--- src/rtl/sc_speedcounter.sv ---
// Speed counter for the game timing path. It counts cycles while running and
// emits a one-cycle tick when the external comparator reports that the count
// has reached the threshold for the current speed level.
module sc_speedcounter #(
    parameter int SPEEDCOUNTER_DATAWIDTH = 23
) (
    input  logic                              SC_SPEEDCOUNTER_CLOCK_50,
    input  logic                              SC_SPEEDCOUNTER_RESET_InHigh,
    input  logic                              SC_SPEEDCOUNTER_run_InHigh,
    input  logic                              SC_SPEEDCOUNTER_clear_InHigh,
    input  logic                              SC_SPEEDCOUNTER_levelUp_InHigh,
    input  logic                              SC_SPEEDCOUNTER_T0_InLow,
    output logic [SPEEDCOUNTER_DATAWIDTH-1:0] SC_SPEEDCOUNTER_data_OutBUS,
    output logic [1:0]                        SC_SPEEDCOUNTER_nivel_OutBUS,
    output logic                              SC_SPEEDCOUNTER_tick_OutHigh,
    output logic [1:0]                        SC_SPEEDCOUNTER_state_OutBUS
);

    localparam int W = SPEEDCOUNTER_DATAWIDTH;

    typedef enum logic [1:0] {
        IDLE  = 2'b00,
        COUNT = 2'b01,
        TICK  = 2'b10,
        HOLD  = 2'b11
    } state_t;

    state_t       state, state_n;
    logic [W-1:0] count, count_n;
    logic [1:0]   level, level_n;

    // State, count and level registers; reset outranks every other input.
    always_ff @(posedge SC_SPEEDCOUNTER_CLOCK_50) begin
        if (SC_SPEEDCOUNTER_RESET_InHigh) begin
            state <= IDLE;
            count <= '0;
            level <= 2'b00;
        end else begin
            state <= state_n;
            count <= count_n;
            level <= level_n;
        end
    end

    // Next-state decode: base FSM first, then levelUp, then clear as overrides.
    always_comb begin
        state_n = state;
        count_n = count;
        level_n = level;

        case (state)
            IDLE: begin
                count_n = '0;
                if (SC_SPEEDCOUNTER_run_InHigh)
                    state_n = COUNT;
            end
            COUNT: begin
                if (!SC_SPEEDCOUNTER_run_InHigh) begin
                    state_n = HOLD;
                end else if (!SC_SPEEDCOUNTER_T0_InLow) begin
                    state_n = TICK;
                    count_n = '0;
                end else begin
                    // Free-running wrap; only the comparator can raise a tick.
                    count_n = count + W'(1);
                end
            end
            TICK: begin
                // Comparator result is stale here (count was just cleared).
                if (SC_SPEEDCOUNTER_run_InHigh) begin
                    state_n = COUNT;
                    count_n = count + W'(1);
                end else begin
                    state_n = HOLD;
                end
            end
            HOLD: begin
                // A tick pending at pause time fires on the first COUNT cycle.
                if (SC_SPEEDCOUNTER_run_InHigh)
                    state_n = COUNT;
            end
            default: begin
                state_n = IDLE;
                count_n = '0;
            end
        endcase

        // Level advance restarts the count even when already saturated.
        if (SC_SPEEDCOUNTER_levelUp_InHigh) begin
            level_n = (level == 2'b11) ? 2'b11 : level + 2'd1;
            count_n = '0;
        end

        if (SC_SPEEDCOUNTER_clear_InHigh) begin
            state_n = IDLE;
            count_n = '0;
            level_n = 2'b00;
        end
    end

    assign SC_SPEEDCOUNTER_data_OutBUS  = count;
    assign SC_SPEEDCOUNTER_nivel_OutBUS = level;
    assign SC_SPEEDCOUNTER_state_OutBUS = state;
    assign SC_SPEEDCOUNTER_tick_OutHigh = (state == TICK);

endmodule
--- config.mk ---
export PLATFORM = sky130hd
export DESIGN_NAME = sc_speedcounter
export DESIGN_NICKNAME = d
export VERILOG_FILES = /design/src/rtl/sc_speedcounter.sv
export SDC_FILE = /design/constraint.sdc
export NUM_CORES = 1
export LEC_CHECK = 0
export CAP_MARGIN = 20
export CELL_PAD_IN_SITES_DETAIL_PLACEMENT = 1
export CELL_PAD_IN_SITES_GLOBAL_PLACEMENT = 2
export CORE_MARGIN = 5
export CORE_UTILIZATION = 30
export CTS_CLUSTER_DIAMETER = 40
export DETAILED_ROUTE_END_ITERATION = 10
export GPL_TIMING_DRIVEN = 0
export PLACE_DENSITY_LB_ADDON = 0.2
export SYNTH_ARGS = -nofsm -noshare
export SYNTH_HDL_FRONTEND = slang
export SYNTH_SLANG_ARGS = --single-unit
--- constraint.sdc ---
create_clock -name SC_SPEEDCOUNTER_CLOCK_50 -period 4.3 [get_ports SC_SPEEDCOUNTER_CLOCK_50]
set_input_delay 0.43 -clock SC_SPEEDCOUNTER_CLOCK_50 [delete_from_list [all_inputs] [get_ports SC_SPEEDCOUNTER_CLOCK_50]]
set_output_delay 0.43 -clock SC_SPEEDCOUNTER_CLOCK_50 [all_outputs]
set_load 0.01 [all_outputs]
==> impl_metrics.env <==
export IMPL_ant_nets=0
export IMPL_crit_type="flip-flop to flip-flop"
export IMPL_nets=211
export IMPL_maxCapViolations=0
export IMPL_synth_seq_cells=27
export IMPL_status="completed"
export IMPL_final_cell_mix="33 x clkdlybuf4s50_1, 27 x dfxtp_1, 15 x a21oi_1"
export IMPL_worstMarginPinSlew_ps=603.1
export IMPL_multi_input_area_um2=765.7
export IMPL_antenna_found_initial=0
export IMPL_arrival_ps=2580
export IMPL_rows=24
export IMPL_drt_initial_drc_count=77
export IMPL_slew_violations=0
export IMPL_numPortBuffers=33
export IMPL_p_per_area_nw_per_um2=241.1
export IMPL_fin_cells=251
export IMPL_clock_fmax_mhz=410.5
export IMPL_post_cts_buffers=0
export IMPL_die_area_um2=5990
export IMPL_grt_pass1_wl_um=6541
export IMPL_dp_hpwl_um=2845
export IMPL_firstDrtPassIters=4
export IMPL_peakVddDrop_mv=0.09372
export IMPL_clkLatencyLatePin_ps=280
export IMPL_track_usage_pct=13.00
export IMPL_rsz0062_at_grt="false"
export IMPL_die_h_um=77.40
export IMPL_cts_resized=0
export IMPL_vias=1357
export IMPL_cts_hold_buffers=0
export IMPL_finClkSkew_ps=2.902
export IMPL_critical_path_required_ps=4440
export IMPL_synth_top_area_cell="dfxtp_1"
export IMPL_grt_overflow_total=0
export IMPL_vias_per_cell=5.406
export IMPL_seqCellArea_um2=540.5
export IMPL_synth_cells=162
export IMPL_relSlewSlack_pct=59.45
export IMPL_max_clock_path_buffers=2
export IMPL_synth_avg_cell_area_um2=8.411
export IMPL_start_kind="flip-flop"
export IMPL_post_route_util_pct=41.15
export IMPL_syn_to_final_growth_pct=32.42
export IMPL_finalCriticalPeriod_ps=2436
export IMPL_finalHoldViolations=0
export IMPL_num_antenna_cells=0
export IMPL_crit_fanout=10
export IMPL_hold_depth=2
export IMPL_fin_crit_sh_pct=56.66
export IMPL_htreeDepth=1
export IMPL_endpoint_kind="flip-flop"
export IMPL_hp_start="SC_SPEEDCOUNTER_data_OutBUS[22]"
export IMPL_reg2reg_depth=7
export IMPL_core_area_um2=4384
export IMPL_tns_ps=0
export IMPL_grt_max_degree=16
export IMPL_place_inst=247
export IMPL_leakagePower_nw=0.5247
export IMPL_finalSetupViolations=0
export IMPL_die_w_um=77.40
export IMPL_start_util_pct=31.08
export IMPL_gp_congestion=0.7648
export IMPL_synth_nets=173
export IMPL_synthDominantCellAreaShare_pct=39.67
export IMPL_root_buffer="clkbuf_8"
export IMPL_layout_drive_gt1_share_pct=4.523
export IMPL_cts_sinks=27
export IMPL_r2r_start="SC_SPEEDCOUNTER_state_OutBUS[1]"
export IMPL_wl_um=3884
export IMPL_drc_errors=0
export IMPL_critPathLaunch="SC_SPEEDCOUNTER_state_OutBUS[1]"
export IMPL_syn_area_um2=1363
export IMPL_clk_pin_slew_ps=100
export IMPL_synth_cell_type_count=32
export IMPL_ys_warnings_count=0
export IMPL_nFillCells=520
export IMPL_grt_pass1_vias=1364
export IMPL_cts_tree="done"
export IMPL_final_common_cell="clkdlybuf4s50_1"
export IMPL_seq_area_frac_synth_pct=39.67
export IMPL_numCtsBuffers=3
export IMPL_pin_count=34
export IMPL_wl_per_cell_um=15.47
export IMPL_hp_class="flip-flop to flip-flop"
export IMPL_yosys_top_cells_area="dfxtp_1 40%, or4_1 6.6%, a21oi_1 5.5%"
==> cells in the mapped netlist (all sizes together) <==
library cell	count
a21oi	15
a2bb2oi	1
a311o	1
and3	1
and4	1
buf	3
clkbuf	5
dfxtp	27
ha	5
inv	6
nand2	11
nand2b	1
nand3	6
nand3b	2
nand4	3
nor2	14
nor2b	1
nor3	10
nor3b	1
nor4	1
nor4b	2
o21ai	5
o21ba	2
o311ai	1
o31ai	10
o41a	1
or3	4
or3b	1
or4	12
xnor2	8
xor2	1
==> metal layers <==
layer	part of all wire, %	GRT usage [%]	vias up
met4	1.1	4.467	0
met5	0	0	-
met2	46	20.62	31
met1	49	17.75	648
li1	-	-	673
met3	4.1	2.315	5
==> critical path: stages, from the launching register on <==
cell      delay, ps
dfxtp_1         430
inv_1            90
ha_1            230
a21oi_1         370
nor2_1           80
o31ai_1         520
clkbuf_1        510
a21oi_1          90
==> state kept, by name (all words and copies together) (netlist names) <==
| signal | flops |
|---|---|
| SC_SPEEDCOUNTER_state_OutBUS | 2 |
| SC_SPEEDCOUNTER_nivel_OutBUS | 2 |
| SC_SPEEDCOUNTER_data_OutBUS | 23 |
==> path summary, 6_finish.rpt <==
| path | end | slack (ps) |
|---|---|---|
| setup / recovery | SC_SPEEDCOUNTER_data_OutBUS[18] | 1860 |
| hold / removal | SC_SPEEDCOUNTER_data_OutBUS[22] | 490 |
| setup reg to reg | SC_SPEEDCOUNTER_data_OutBUS[18] | 1860 |
| hold reg to reg | SC_SPEEDCOUNTER_data_OutBUS[22] | 490 |
==> cell families (layout without fill, tap and decap cells) <==
group | Yosys count | after routing | share of synthesized area (%)
buf+inv | 14 | 51 | 4.132
flops | 27 | 27 | 39.67
fa+ha+maj | 5 | 5 | 4.591
compound gates | 36 | 36 | 17.17
simple gates | 71 | 71 | 28.65
xor+xnor | 9 | 9 | 5.785
==> area by class of cell <==
cell class,instances,share of cell area [%]
Multi-Input combinational cell,121,42.44
Sequential cell,27,29.96
Timing Repair Buffer,33,18.31
Tap cell,52,3.606
Clock buffer,3,2.288
Buffer,8,1.872
Inverter,6,1.248
Clock inverter,1,0.2774
==> metrics by stage <==
step | setup WS [ps] | instance area [um2] | hold slack, ps | total power, mW
detailed placement | 1632 | 1758 | 475.7 | 0.2909
floorplan | 1990 | 1363 | 495.9 | 0.2753
global placement | 1677 | 1758 | 468.1 | 0.2897
global route | 1561 | 1804 | 526.2 | 0.4564
finish | 1864 | 1804 | 488.0 | 0.4351
CTS | 1833 | 1804 | 491.7 | 0.4437
==> report_power, final <==
| group | internal [mW] | switching [mW] | leakage, nW |
|---|---|---|---|
| Sequential | 0.252 | 0.00213 | 0.218 |
| Clock | 0.0651 | 0.0853 | 0.0255 |
| Combinational | 0.0147 | 0.0161 | 0.281 |
(Power assumes the default switching activity.)
